--- src/rtl/rx_frame_ctrl.sv ---
// rx_frame_ctrl: receive sequencer between the PHY byte stream and the port ingress FIFO.
// Hunts preamble/SFD, drives the shared CRC-32 unit, forwards frame bytes and grades each frame.
module rx_frame_ctrl #(
  parameter int          DATA_WIDTH     = 8,
  parameter int          MIN_PREAMBLE   = 7,
  parameter int          MIN_FRAME_SIZE = 64,
  parameter int          MAX_FRAME_SIZE = 1518,
  parameter logic [31:0] CRC_RESIDUE    = 32'hC704DD7B,
  parameter int          CNT_W          = $clog2(MAX_FRAME_SIZE + 2)
) (
  input  logic                  clk,
  input  logic                  rst,
  input  logic                  rx_valid,
  input  logic [DATA_WIDTH-1:0] rx_data,
  input  logic                  rx_end,
  output logic                  crc_clear,
  output logic                  crc_en,
  input  logic [31:0]           crc_residue,
  output logic                  out_valid,
  output logic [DATA_WIDTH-1:0] out_data,
  output logic                  out_sof,
  output logic                  out_eof,
  output logic                  frame_done,
  output logic                  frame_ok,
  output logic                  err_crc,
  output logic                  err_runt,
  output logic                  err_giant,
  output logic [CNT_W-1:0]      byte_count
);

  typedef enum logic [2:0] {IDLE, PREAMBLE, FRAME, CHECK, DROP} state_t;

  localparam logic [DATA_WIDTH-1:0] PRE_BYTE = DATA_WIDTH'(8'h55);
  localparam logic [DATA_WIDTH-1:0] SFD_BYTE = DATA_WIDTH'(8'hD5);
  localparam logic [CNT_W-1:0]      CNT_MAX  = CNT_W'(MAX_FRAME_SIZE);
  localparam logic [CNT_W-1:0]      CNT_SAT  = CNT_W'(MAX_FRAME_SIZE + 1);
  localparam logic [CNT_W-1:0]      CNT_MIN  = CNT_W'(MIN_FRAME_SIZE);
  localparam logic [3:0]            PRE_SAT  = 4'd15;
  localparam logic [3:0]            PRE_MIN  = 4'(MIN_PREAMBLE);

  state_t           state, state_next;
  logic [3:0]       pre_cnt;
  logic [CNT_W-1:0] cnt;
  logic             giant;

  logic is_pre, sfd_ok, frame_byte, fwd, in_check, runt, crc_bad;

  assign is_pre     = rx_valid && (rx_data == PRE_BYTE);
  assign sfd_ok     = (state == PREAMBLE) && rx_valid && !rx_end &&
                      (rx_data == SFD_BYTE) && (pre_cnt >= PRE_MIN);
  assign frame_byte = (state == FRAME) && rx_valid;
  assign fwd        = frame_byte && (cnt < CNT_MAX);
  assign in_check   = (state == CHECK);
  assign runt       = cnt < CNT_MIN;
  assign crc_bad    = crc_residue != CRC_RESIDUE;

  assign crc_clear = sfd_ok;
  assign crc_en    = fwd;

  always_ff @(posedge clk or posedge rst) begin
    if (rst) state <= IDLE;
    else     state <= state_next;
  end

  always_comb begin
    state_next = state;
    case (state)
      IDLE:     if (is_pre) state_next = PREAMBLE;
      PREAMBLE: begin
        if (rx_end)        state_next = IDLE;
        else if (sfd_ok)   state_next = FRAME;
        else if (rx_valid && !is_pre) state_next = DROP;
      end
      FRAME:    if (rx_end) state_next = CHECK;
      CHECK:    state_next = IDLE;
      DROP:     if (rx_end) state_next = IDLE;
      default:  state_next = IDLE;
    endcase
  end

  always_ff @(posedge clk or posedge rst) begin
    if (rst) begin
      pre_cnt <= '0;
      cnt     <= '0;
      giant   <= 1'b0;
    end else begin
      if (state == IDLE && is_pre)
        pre_cnt <= 4'd1;
      else if (state == PREAMBLE && is_pre && pre_cnt != PRE_SAT)
        pre_cnt <= pre_cnt + 4'd1;
      if (sfd_ok) begin
        cnt   <= '0;
        giant <= 1'b0;
      end else if (frame_byte) begin
        if (cnt != CNT_SAT) cnt <= cnt + 1'b1;
        if (!fwd)           giant <= 1'b1;
      end
    end
  end

  // Forwarded bytes appear one cycle after they arrive; oversize tail bytes are swallowed.
  always_ff @(posedge clk or posedge rst) begin
    if (rst) begin
      out_valid <= 1'b0;
      out_data  <= '0;
      out_sof   <= 1'b0;
      out_eof   <= 1'b0;
    end else begin
      out_valid <= fwd;
      out_data  <= rx_data;
      out_sof   <= fwd && (cnt == '0);
      out_eof   <= fwd && rx_end;
    end
  end

  // Grade with priority giant > runt > crc; status bits are only nonzero alongside frame_done.
  always_ff @(posedge clk or posedge rst) begin
    if (rst) begin
      frame_done <= 1'b0;
      frame_ok   <= 1'b0;
      err_crc    <= 1'b0;
      err_runt   <= 1'b0;
      err_giant  <= 1'b0;
      byte_count <= '0;
    end else begin
      frame_done <= in_check;
      err_giant  <= in_check && giant;
      err_runt   <= in_check && !giant && runt;
      err_crc    <= in_check && !giant && !runt && crc_bad;
      frame_ok   <= in_check && !giant && !runt && !crc_bad;
      if (in_check) byte_count <= cnt;
    end
  end

endmodule

--- config.mk ---
export PLATFORM = sky130hd
export DESIGN_NAME = rx_frame_ctrl
export DESIGN_NICKNAME = d
export VERILOG_FILES = /design/src/rtl/rx_frame_ctrl.sv
export SDC_FILE = /design/constraint.sdc
export NUM_CORES = 1
export LEC_CHECK = 0
export CAP_MARGIN = 25
export CORE_MARGIN = 2
export CORE_UTILIZATION = 45
export DETAILED_ROUTE_END_ITERATION = 10
export GPL_TIMING_DRIVEN = 0
export HOLD_SLACK_MARGIN = 0.03
export PLACE_DENSITY = 0.8
export SKIP_CTS_REPAIR_TIMING = 1
export SLEW_MARGIN = 20
export SYNTH_ARGS = -nofsm -noshare
export SYNTH_HDL_FRONTEND = slang
export SYNTH_SLANG_ARGS = --single-unit
--- constraint.sdc ---
create_clock -name clk -period 2.1 [get_ports clk]
set_clock_uncertainty 0.05 [all_clocks]
set_input_delay 0.21 -clock clk [delete_from_list [all_inputs] [get_ports clk]]
set_output_delay 0.21 -clock clk [all_outputs]
set_load 0.1 [all_outputs]
# --- Yosys cells after proc, flatten, opt, wreduce, memory -nomap -nowiden ---
# Index checks and enable logic that the tools add are counted.
op_classes:
  add_sub_neg: 2
  mul: 0
  div: 0
  n_lt_le_gt_ge: 3
  n_eq_ne: 14
  shift: 0
  muxes: 15
  bitwise_logic: 0
  n_reduce_logical: 32
ops:
  columns: ["cell", "count"]
  rows:
  - ["2-to-1 mux 11 bit", 3]
  - ["!= test 32 bit (second input constant)", 1]
  - ["logical AND 1 bit", 19]
  - ["2-to-1 mux 3 bit", 6]
  - ["case mux 3 bit (4 select lines)", 1]
  - ["adder 11 x 1 -> 11 bit (second input constant)", 1]
  - ["logical NOT 11 bit", 1]
  - ["less-than comparator 11 bit (second input constant)", 1]
  - ["less-than comparator 11 x 7 -> 1 bit (second input constant)", 1]
  - ["!= test 11 bit (second input constant)", 1]
  - ["== test 8 x 7 -> 1 bit (second input constant)", 1]
  - ["== test 8 bit (second input constant)", 1]
  - ["2-to-1 mux 4 bit", 2]
  - ["!= test 2 bit (second input constant)", 4]
  - ["== test 3 x 2 -> 1 bit (second input constant)", 2]
  - ["nonzero test 2 bit", 3]
  - ["logical NOT 1 bit", 5]
  - ["adder 4 x 1 -> 4 bit (second input constant)", 1]
  - ["greater-or-equal comparator 4 x 3 -> 1 bit (second input constant)", 1]
  - ["!= test 4 x 3 -> 1 bit (second input constant)", 1]
  - ["!= test 4 bit (second input constant)", 1]
  - ["AND reduction 2 bit", 2]
  - ["AND reduction 4 bit", 1]
  - ["== test 3 x 1 -> 1 bit (second input constant)", 1]
  - ["other kinds (3)", 5]
word_totals:
  regBits: 46
  latch_bits: 0
  ram_bits: 0
  romBits: 0
  inputBits: 44
  out_inout_bits: 29
  elab_cells: 80
  memories: 0

# --- Depth between registers and ports, before layout ---
# Gate-level depths: netlist of run 1.
depth:
  depth_word: 8
  ltp_mapped: 6
  depth_no_buf: 5

# --- Least setup slack after synthesis of run 1 ---
# Ideal clock, no wire load.
synth_timing:
  path_type: "register -> register"
  start: "register state[2]"
  end: "register out_sof"
  setup_time_ns: 0.076
  arrival_time_ns: 2.769
  t_required_ns: 1.974
  setup_slack_ns: -0.795
  stages_incl_launch_ff: 6
  n_path_buf: 2
  period_less_slack_ns: 2.895
  cell_sequence: "dfrtp_1 -> buf_6 -> nand4bb_1 -> clkbuf_1 -> a21oi_1 -> and4_1"
synth_via:
  elab_chain_cells: 4
synth_lines:
  columns: ["element", "line_no", "text"]
  rows:
  - ["start, declared", "41", "state_t state, state_next;"]
  - ["start signal, assigned", "62", "else state <= state_next;"]
  - ["== test 3 x 2 -> 1 bit", "51", "assign frame_byte = (state == FRAME) && rx_valid;"]
  - ["logical AND 1 bit", "51", null]
  - ["logical AND 1 bit", "52", "assign fwd = frame_byte && (cnt < CNT_MAX);"]
  - ["net crc_en", "17", "output logic crc_en,"]
  - ["logical AND 1 bit", "111", "out_sof <= fwd && (cnt == '0);"]
  - ["end signal, assigned", "111", null]
  - ["end, declared", "21", "output logic out_sof,"]
# The timed path passes the listed nets, and every way through them passes these cells.
# A chain may end at the register's enable or synchronous reset.

# --- Final worst setup path of run 1 ---
layout_timing:
  start: "register state[2]"
  end: "output crc_clear"
layout_via:
  elab_chain_cells: 5
layout_lines:
  columns: ["element", "line_no", "text"]
  rows:
  - ["== test 3 x 1 -> 1 bit", "49", "assign sfd_ok = (state == PREAMBLE) && rx_valid && !rx_end &&"]
  - ["logical AND 1 bit (3 in a row)", "49", null]
  - ["logical AND 1 bit", "50", "(rx_data == SFD_BYTE) && (pre_cnt >= PRE_MIN);"]
  - ["end, declared", "16", "output logic crc_clear,"]
# No other way between the ends.

==> results of run 1 <==
[worst register-to-register path, stage by stage (launching register included)]
cell     delay, ns
dfrtp_1       0.38
buf_6         0.13
or3b_4        0.36
buf_6         0.13
buf_4         0.13
buf_4         0.12
a21o_1        0.19
o21ai_1       0.11
or3b_1        0.36
[cells by family after synthesis]
kind of cell    after synthesis
simple gates                 74
buf+inv                      15
compound gates               32
mux                          10
flops                        46
fa+ha+maj                     3
xor+xnor                      8
[metal layers]
layer | global-route usage | share of wire | vias up
met2 | 0.328 | 0.49 | 63
met3 | 0.0580 | 0.077 | 5
li1 | - | - | 877
met5 | 0 | 0 | -
met4 | 0.0556 | 0.012 | 0
met1 | 0.226 | 0.42 | 861
[how the worst max path moves through the flow]
stage | cells after the start | end | from
after detailed placement | 6 | crc_clear | rx_data[2]
final | 6 | crc_clear | state[2]$_DFFE_PP0P_
after floorplan | 6 | cnt[0]$_DFFE_PP0P_ | state[2]$_DFFE_PP0P_
after CTS | 6 | crc_clear | state[1]$_DFFE_PP0P_
after global routing | 6 | crc_clear | state[2]$_DFFE_PP0P_
after global placement | 6 | crc_clear | rx_valid
[synthesized netlist by cell type (all sizes together)]
cell type	count	share of area
nor2	15	0.026
and2	3	0.0088
nor4b	2	0.0082
xnor2	8	0.033
or2	1	0.0029
a31oi	2	0.0059
or3b	2	0.0082
clkbuf	4	0.0076
o31a	1	0.0041
nand3	3	0.0071
or3	4	0.012
nand2b	1	0.0029
nand3b	2	0.0071
dfrtp	46	0.54
o21a	1	0.0035
or4b	1	0.0047
o21ai	8	0.019
o41ai	1	0.0076
nand4bb	2	0.011
ha	3	0.018
or4	2	0.0071
o31ai	2	0.0071
a21bo	1	0.0047
mux2	9	0.048
o211ai	1	0.0035
nand2	8	0.014
mux2i	1	0.0047
nand4	2	0.0059
buf	4	0.014
and4b	1	0.0047
nand4b	5	0.021
o21bai	2	0.0071
o22a	2	0.0082
a21oi	7	0.016
nor3b	1	0.0035
a21o	3	0.011
nor4	8	0.031
and4	1	0.0041
nor3	7	0.016
and3b	1	0.0041
a211oi	1	0.0035
inv	7	0.012
and4bb	2	0.012
[per-stage QoR]
step | hold slack (ns) | util | instance area, um^2
finish | 0.194 | 0.701 | 3240
global route | 0.212 | 0.701 | 3240
CTS | 0.199 | 0.666 | 3090
detailed placement | 0.421 | 0.637 | 2950
global placement | 0.418 | 0.632 | 2930
floorplan | 0.191 | - | 2140
[layout make-up]
cell class                      count  area [um^2]
Clock buffer                        5         68.8
Timing Repair Buffer               88          875
Tap cell                           54         67.6
Fill cell                         331         1390
Sequential cell                    46         1150
Inverter                            7         26.3
Multi-Input combinational cell    127          935
Clock inverter                      3         68.8
Buffer                              7         50.0
[sequential cells by signal (all words and copies together), names as in the netlist]
| register | cells |
|---|---|
| byte_count | 11 |
| cnt | 11 |
| out_data | 8 |
| pre_cnt | 4 |
| state | 3 |
| err_crc | 1 |
| err_giant | 1 |
| err_runt | 1 |
| frame_done | 1 |
| frame_ok | 1 |
| giant | 1 |
| out_eof | 1 |
| out_sof | 1 |
| out_valid | 1 |
[where the power goes]
part	switching, mW	leakage (nW)	total (mW)	internal [mW]
combinational	0.226	0.799	0.496	0.270
clock	0.300	0.0683	0.777	0.476
sequential	0.0233	0.614	0.937	0.914
[cell usage in the layout (no fill, tap or decap), types with 3 or more instances in the layout]
cell type | synthesis | layout
buf_4 | 1 | 15
nand4b_1 | 5 | 5
nand3_1 | 3 | 3
dfrtp_1 | 46 | 44
and2_1 | 3 | 3
nor3_1 | 7 | 7
a21oi_1 | 7 | 6
inv_1 | 7 | 6
o21ai_0 | 7 | 6
nand2_1 | 8 | 8
mux2_2 | 9 | 9
clkbuf_1 | 3 | 3
nor2_1 | 15 | 15
or3_1 | 4 | 4
buf_6 | 1 | 4
nor4_1 | 7 | 7
ha_1 | 3 | 3
a21o_1 | 3 | 3
clkdlybuf4s50_1 | 0 | 66
xnor2_1 | 8 | 8
clkbuf_8 | 0 | 5
dlymetal6s2s_1 | 0 | 4
==> results.md, run 1 <==
| Quantity | This run |
| --- | --- |
| Final critical-path required period | 2.26 ns |
| Type of the most critical hold path | input port to asynchronous set/reset pin |
| Largest family of logic cells by synthesized area | simple AND/OR/NAND/NOR gates |
| Placed Instances | 315 |
| Cell type with the highest occurrence count on the critical path | buf_6 |
| Status | finished, violations left |
| Count of pins on the block boundary | 73 |
| Final TNS setup | -0.164 ns |
| RePlAce Congestion | 0.799 |
| Worst endpoint required time | 1.84 ns |
| CP Buf/Inv Count | 4 |
| Number of nets at the end of the flow | 329 |
| Mapped Nets | 235 |
| Number of placement rows | 25 |
| Multiplexer fraction of the synthesized cell area | 0.0523 |
| Fin crit share | 1.08 |
| Number of nets still failing antenna checks after routing | 0 |
| # port buffers | 72 |
| CTS root buffer | clkbuf_8 |
| Startpoint class of the critical path | flop |
| Synthesized instance count | 188 |
| Per-instance average area after synthesis | 11.3 um^2 |
| Max Slew Vio Count | 0 |
| Max incr delay on CP | 0.38 ns |
| Number of global-route vias before repair | 1668 |
| CORE AREA | 4630 um^2 |
| Vias per cell | 5.36 |
| Synth-to-layout area growth | 52.4% |
| Vias | 1806 |
| Clock tree from TritonCTS | built |
| FF+latch count, synth | 46 |
| Standby leakage power | 1.48 nW |
| Compound-Gate Fraction of Synth Area | 0.101 |
| Clock sink count | 46 |
| Maximum number of pins on one net before global-route repair | 27 |
| Starting Density | 0.460 |
| Top cell family by delay on the critical path | simple AND/OR/NAND/NOR gates |
| Maximum root-to-sink buffer count | 2 |
| Max-Cap Viols | 0 |
| CP max-delay cell | dfrtp_1 |
| Dpl ws | -1.08 ns |
| Worst-Margin Slew | 0.998 ns |
| Simple-gate share of the synthesized area | 0.222 |
| Clock-pin slew on the worst setup and hold paths | 0.08 ns |
| Number of hold violations in the final report | 0 |
| Synth warnings | 0 |
| Pwr Total | 2.21 mW |
| Setup Viol. Count Final | 1 |
| Largest fanout on the critical path | 7 |
| Number of antenna violations at the first check in global routing | 0 |
| Gr usage total | 0.189 |
| Endpoint arrival time on the critical path | 2.00 ns |
| Sequential share of the synthesized area | 0.541 |
| Max-Slew Margin vs Limit | 0.333 |
| Aggregate global routing overflow | 0 |
| DR pass1 iterations | 4 |
| Class of the most critical setup path | flop to output port |
| CTS HTree Levels | 2 |
| Detail-routed net length per standard cell | 14.7 um |
| Post-synthesis xor/xnor area fraction | 0.0329 |
| Die outline area | 5300 um^2 |
| Worst R2R Path Depth | 8 |
| Post-layout worst setup margin | -0.164 ns |
| Count of non-filler cells in the finished layout | 337 |
| DRC violation total after the first TritonRoute iteration | 87 |
| Number of buffers added by the clock tree synthesis step | 5 |
| Die Span X | 72.8 um |
| Synth Area in Adders | 0.0176 |
| Setup slack, reg-to-reg | 0.01 ns |
| Insertion delay to the later sink of the worst-skew pair | 0.30 ns |
| Crit end category | output port |
| Share of cells above drive strength 1 | 0.180 |
| Cell area power density | 681 nW/um^2 |
| First-pass GRT wire length | 7720 um |
| Violated checks | setup timing |
| Diodes inserted | 0 |
| Number of different library cells in the post-synthesis netlist | 48 |
| Post-Syn Area | 2130 um^2 |
| Final WL | 4950 um |
| Ordered cell list for the critical path | buf_6, or3b_4, buf_6, nor4_4, buf_6, buf_12 |
| Launch instance of the worst register-to-register path | state[2]$_DFFE_PP0P_ |
| RSZ-0062 raised after global routing | true |
| F_max | 442 MHz |
| Max VDD drop | 0.000607 V |
| Die height | 72.8 um |
| Destination of the worst register-to-register timing path | pre_cnt[0]$_DFFE_PP0P_ |
| Placed wire-length estimate after detailed placement | 3580 um |
| DRC violations left | 0 |
Power figures use the tool's default switching activity.
==> run 2, diff against run 1 <==
- SETUP_SLACK_MARGIN: not set -> 0.02
- clock period: 2.1 -> 2.7 ns (I/O delays scaled with it)
==> run 2 against run 1 <==
Against the previous run:
- the run now ends clean
- register-to-register slack improved by 0.78 ns
- critical path depth decreased by 1
- flip-flop and latch count unchanged
- die area unchanged
- design area decreased by 5.7%
- first-iteration DRC count decreased by 21%
- sequential share of layout area increased by 2.1 points
- sequential power decreased by 22%
- power decreased by 31%
- global-route usage decreased by 1.1 points
- final cell count decreased by 4.2%
==> results.md, run 2 (synthesized netlist as in run 1, its figures left out) <==
| Quantity | This run |
| --- | --- |
| Endpoint arrival time on the critical path | 2.28 ns |
| Worst-Margin Slew | 0.988 ns |
| CTS HTree Levels | 2 |
| Worst endpoint required time | 2.38 ns |
| Standby leakage power | 1.33 nW |
| Crit end category | output port |
| Max-Slew Margin vs Limit | 0.339 |
| Vias | 1727 |
| Leading cell type in the layout, fill and taps excluded | clkdlybuf4s50_1 |
| Number of placement rows | 25 |
| Number of antenna violations at the first check in global routing | 0 |
| Number of nets still failing antenna checks after routing | 0 |
| DRC violations left | 0 |
| Startpoint class of the critical path | flop |
| Max-Cap Viols | 0 |
| Max incr delay on CP | 0.79 ns |
| Detail-routed net length per standard cell | 14.7 um |
| Final TNS setup | 0 ns |
| Die outline area | 5300 um^2 |
| Clock tree from TritonCTS | built |
| Biggest regs | byte_count: 11 flops, cnt: 11 flops, out_data: 8 flops |
| Gr usage total | 0.179 |
| Filler Cell Count | 387 |
| Count of non-filler cells in the finished layout | 323 |
| Number of buffers added by the clock tree synthesis step | 5 |
| RePlAce Congestion | 0.825 |
| Insertion delay to the later sink of the worst-skew pair | 0.29 ns |
| Max VDD drop | 0.000318 V |
| Aggregate global routing overflow | 0 |
| Clock-pin slew on the worst setup and hold paths | 0.08 ns |
| CTS root buffer | clkbuf_8 |
| Count of pins on the block boundary | 73 |
| Cell area power density | 501 nW/um^2 |
| Ordered cell list for the critical path | buf_6, nand4bb_1, clkbuf_1, a21oi_2, dlymetal6s2s_1 |
| Fin crit share | 0.964 |
| Vias per cell | 5.35 |
| Share of cells above drive strength 1 | 0.112 |
| Type of the most critical hold path | input port to asynchronous set/reset pin |
| Placed Instances | 315 |
| First-pass GRT wire length | 7360 um |
| Number of global-route vias before repair | 1626 |
| Die Span X | 72.8 um |
| DRC violation total after the first TritonRoute iteration | 69 |
| DR pass1 iterations | 4 |
| Clock sink count | 46 |
| Max Slew Vio Count | 0 |
| RSZ-0062 raised after global routing | false |
| Setup Viol. Count Final | 0 |
| Status | complete, no violations |
| Number of nets at the end of the flow | 315 |
| Largest fanout on the critical path | 10 |
| F_max | 384 MHz |
| Class of the most critical setup path | flop to output port |
| CP max-delay cell | dlymetal6s2s_1 |
| Final WL | 4750 um |
| Starting Density | 0.460 |
| Placed wire-length estimate after detailed placement | 3590 um |
| # port buffers | 72 |
| Synth-to-layout area growth | 43.7% |
| Diodes inserted | 0 |
| Maximum root-to-sink buffer count | 2 |
| Maximum number of pins on one net before global-route repair | 25 |
| Final critical-path required period | 2.60 ns |
| Die height | 72.8 um |
| CP Buf/Inv Count | 3 |
| Top cell family by delay on the critical path | buffers and inverters |
| Top library cells by usage in the layout, fill and taps aside | clkdlybuf4s50_1 (70), dfrtp_1 (46), nor2_1 (15) |
| CORE AREA | 4630 um^2 |
| Number of hold violations in the final report | 0 |
==> run 2: metrics by stage <==
stage | hold WS (ns) | power [mW] | area [um^2] | setup WS [ns] | util
after floorplan | 0.251 | 0.933 | 2130 | 0.522 | -
after global placement | 0.417 | 1.03 | 2920 | -0.566 | 0.631
after detailed placement | 0.428 | 1.05 | 2950 | -0.572 | 0.637
after CTS | 0.305 | 1.54 | 3050 | -0.764 | 0.660
after global routing | 0.349 | 1.59 | 3060 | 0.0322 | 0.661
final | 0.294 | 1.53 | 3060 | 0.0979 | 0.661
==> run 2: worst paths after layout <==
kind / startpoint / end / slack, ns / cells past startpoint
worst max register to register: state[2]$_DFFE_PP0P_ / pre_cnt[0]$_DFFE_PP0P_ / 0.79 / 6
min in group clk: rx_data[2] / out_data[2]$_DFF_PP0_ / 0.40 / 1
worst min register to register: byte_count[0]$_DFFE_PP0P_ / byte_count[0]$_DFFE_PP0P_ / 0.44 / 2
max in group asynchronous: rst / cnt[10]$_DFFE_PP0P_ / 1.82 / 3
worst min-delay path: rst / out_valid$_DFF_PP0_ / 0.29 / 2
worst max-delay path: state[2]$_DFFE_PP0P_ / crc_en / 0.1 / 5
==> run 2: area by class of cell <==
| cell class | count | area [um^2] | area share |
|---|---|---|---|
| clock buffers | 7 | 76.3 | 0.0250 |
| multi-input cells | 127 | 910 | 0.297 |
| repair buffers | 73 | 752 | 0.246 |
| well taps | 54 | 67.6 | 0.0221 |
| plain buffers | 8 | 45.0 | 0.0147 |
| flip-flops and latches | 46 | 1150 | 0.376 |
| clock inverters | 1 | 30.0 | 0.00982 |
| inverters | 7 | 26.3 | 0.00859 |
==> run 2: per-layer routing <==
layer / up-vias / track usage / share of wire
li1: 847 / - / -
met4: 0 / 0.0658 / 0.011
met1: 810 / 0.204 / 0.42
met3: 7 / 0.0539 / 0.083
met5: - / 0 / 0
met2: 63 / 0.315 / 0.49
==> run 2: worst register-to-register path, stage by stage, from the launching register on <==
cell	delay, ns
dfrtp_1	0.39
buf_6	0.14
or3b_1	0.37
buf_2	0.17
a21o_1	0.21
o21ai_1	0.11
or3b_1	0.36
==> run 2: power by group <==
part	internal [mW]	switching, mW	total (mW)	leakage [nW]
clock	0.277	0.214	0.491	0.0524
combinational	0.151	0.161	0.312	0.657
sequential	0.710	0.0195	0.729	0.617
==> run 3, diff against run 2 <==
- REMOVE_ABC_BUFFERS: not set -> 1
==> run 3 against run 2 <==
Against the previous run:
- critical path depth down 2
- power fell by 6.1%
- count of clock-buffer cells in the layout unchanged
- clock power is 14% lower
- via count rose by 0.41%
- final cell count shrank 1.2%
- global-route usage up 0.77 points
- routed wire length fell by 1.1%
- design area is 1.8% lower
- fmax up 2.7%
- flip-flop and latch count is the same
- utilization decreased by 1.2 points
- highest routed layer unchanged
==> results.md, run 3 (synthesized netlist as in run 1, its figures left out) <==
| Quantity | This run |
| --- | --- |
| Combinational power share | 0.192 |
| Diodes inserted | 0 |
| Share of cells above drive strength 1 | 0.113 |
| Standby leakage power | 1.29 nW |
| Clock sink count | 46 |
| CTS root buffer | clkbuf_8 |
| Aggregate global routing overflow | 0 |
| Pwr Total | 1.44 mW |
| Max-Cap Viols | 0 |
| Number of nets still failing antenna checks after routing | 0 |
| CORE AREA | 4630 um^2 |
| Crit end category | output port |
| Starting Density | 0.460 |
| Die Span X | 72.8 um |
| Number of hold violations in the final report | 0 |
| Top library cells by usage in the layout, fill and taps aside | clkdlybuf4s50_1 (70), dfrtp_1 (46), nor2_1 (15) |
| Endpoint arrival time on the critical path | 2.21 ns |
| RSZ-0062 raised after global routing | false |
| Insertion delay to the later sink of the worst-skew pair | 0.30 ns |
| Max VDD drop | 0.000215 V |
| DRC violations left | 0 |
| Type of the most critical hold path | input port to asynchronous set/reset pin |
| Die outline area | 5300 um^2 |
| Filler Cell Count | 372 |
| Number of buffers added by the clock tree synthesis step | 5 |
| Count of pins on the block boundary | 73 |
| Switching power summed over all nets | 0.389 mW |
| Worst-Margin Slew | 0.994 ns |
| Dpl ws | -0.799 ns |
| Placed Instances | 307 |
| CTS HTree Levels | 2 |
| Fraction of power consumed by sequential logic | 0.514 |
| Detail-routed net length per standard cell | 14.7 um |
| Status | complete, no violations |
| Max incr delay on CP | 0.53 ns |
| Biggest regs | byte_count: 11 flops, cnt: 11 flops, out_data: 8 flops |
| Gr usage total | 0.186 |
| Vias | 1734 |
| Setup Viol. Count Final | 0 |
| Maximum root-to-sink buffer count | 2 |
| Cell area power density | 479 nW/um^2 |
| DR pass1 iterations | 4 |
| Vias per cell | 5.44 |
| Sw Ratio | 0.270 |
| Clock-pin slew on the worst setup and hold paths | 0.08 ns |
| First-pass GRT wire length | 7540 um |
| Max-Slew Margin vs Limit | 0.335 |
| F_max | 395 MHz |
| Die height | 72.8 um |
| Clock Power Share | 0.294 |
| Number of global-route vias before repair | 1730 |
| Final critical-path required period | 2.53 ns |
| Class of the most critical setup path | flop to output port |
| Startpoint class of the critical path | flop |
| DRC violation total after the first TritonRoute iteration | 67 |
| Fin crit share | 0.938 |
| Post-layout worst setup margin | 0.167 ns |
| Clock tree from TritonCTS | built |
| Maximum number of pins on one net before global-route repair | 33 |
| # port buffers | 72 |
| Placed wire-length estimate after detailed placement | 3560 um |
| RePlAce Congestion | 0.812 |
| CP max-delay cell | clkbuf_2 |
| Number of nets at the end of the flow | 311 |
| Number of placement rows | 25 |
| Ordered cell list for the critical path | nand4bb_1, a21oi_1, clkbuf_2 |
| Internal power contribution | 1.05 mW |
| Final WL | 4700 um |
| Count of non-filler cells in the finished layout | 319 |
| Largest fanout on the critical path | 10 |
| Worst endpoint required time | 2.38 ns |
| Number of antenna violations at the first check in global routing | 0 |
| Leading cell type in the layout, fill and taps excluded | clkdlybuf4s50_1 |
| Synth-to-layout area growth | 41.1% |
| Max Slew Vio Count | 0 |
==> run 3: power by group through the flow <==
| stage | clock, mW | combinational [mW] | sequential, mW |
|---|---|---|---|
| detailed placement | 0 | 0.275 | 0.753 |
| floorplan | 0 | 0.124 | 0.790 |
| global route | 0.455 | 0.299 | 0.744 |
| global placement | 0 | 0.264 | 0.751 |
| CTS | 0.434 | 0.277 | 0.739 |
| finish | 0.423 | 0.277 | 0.739 |
==> run 3: critical path, delay by kind of cell (launching register included) <==
kind	cells	cell delay, ns
buffers and inverters	1	0.53
AND/OR/NAND/NOR	1	0.48
AO/OA/AOI/OAI	1	0.44
flip-flops	1	0.46
==> run 3: area by class of cell <==
type	instances	area, um^2	share of cell area
clock buffer	7	86.3	0.0288
clock inverter	1	5.00	0.00167
inverter	7	26.3	0.00875
multi-input combinational	127	906	0.302
sequential	46	1150	0.383
tap	54	67.6	0.0225
timing repair buffer	77	761	0.253
==> run 3: through the flow <==
| stage | cell area [um^2] | setup TNS, ns | hold WS (ns) | utilization |
|---|---|---|---|---|
| 2_1_floorplan | 2080 | -0.415 | 0.251 | - |
| 3_5_place_dp | 2890 | -1.22 | 0.425 | 0.625 |
| 5_1_grt | 3000 | 0 | 0.264 | 0.649 |
| 3_3_place_gp | 2870 | -1.16 | 0.419 | 0.620 |
| 4_1_cts | 2980 | -1.46 | 0.234 | 0.644 |
| 6_report | 3000 | 0 | 0.225 | 0.649 |
==> run 3: worst paths after layout <==
kind | startpoint | to | slack, ns | cells after the start
min | rst | out_data[6]$_DFF_PP0_ | 0.22 | 2
max | state[2]$_DFFE_PP0P_ | crc_en | 0.17 | 3
max reg2reg | state[2]$_DFFE_PP0P_ | frame_ok$_DFF_PP0_ | 0.76 | 3
max in group asynchronous | rst | cnt[5]$_DFFE_PP0P_ | 1.91 | 3
min in group clk | rx_data[4] | out_data[4]$_DFF_PP0_ | 0.38 | 1
min reg2reg | giant$_DFFE_PP0P_ | err_runt$_DFF_PP0_ | 0.43 | 1
==> run 3: per-layer routing <==
| metal | vias to the layer above | track usage | wire (um) | share of wire |
|---|---|---|---|---|
| met1 | 824 | 0.206 | 1900 | 0.40 |
| li1 | 835 | - | - | - |
| met4 | 0 | 0.0905 | 83 | 0.018 |
| met5 | - | 0 | 0 | 0 |
| met2 | 68 | 0.336 | 2350 | 0.50 |
| met3 | 7 | 0.0414 | 370 | 0.079 |
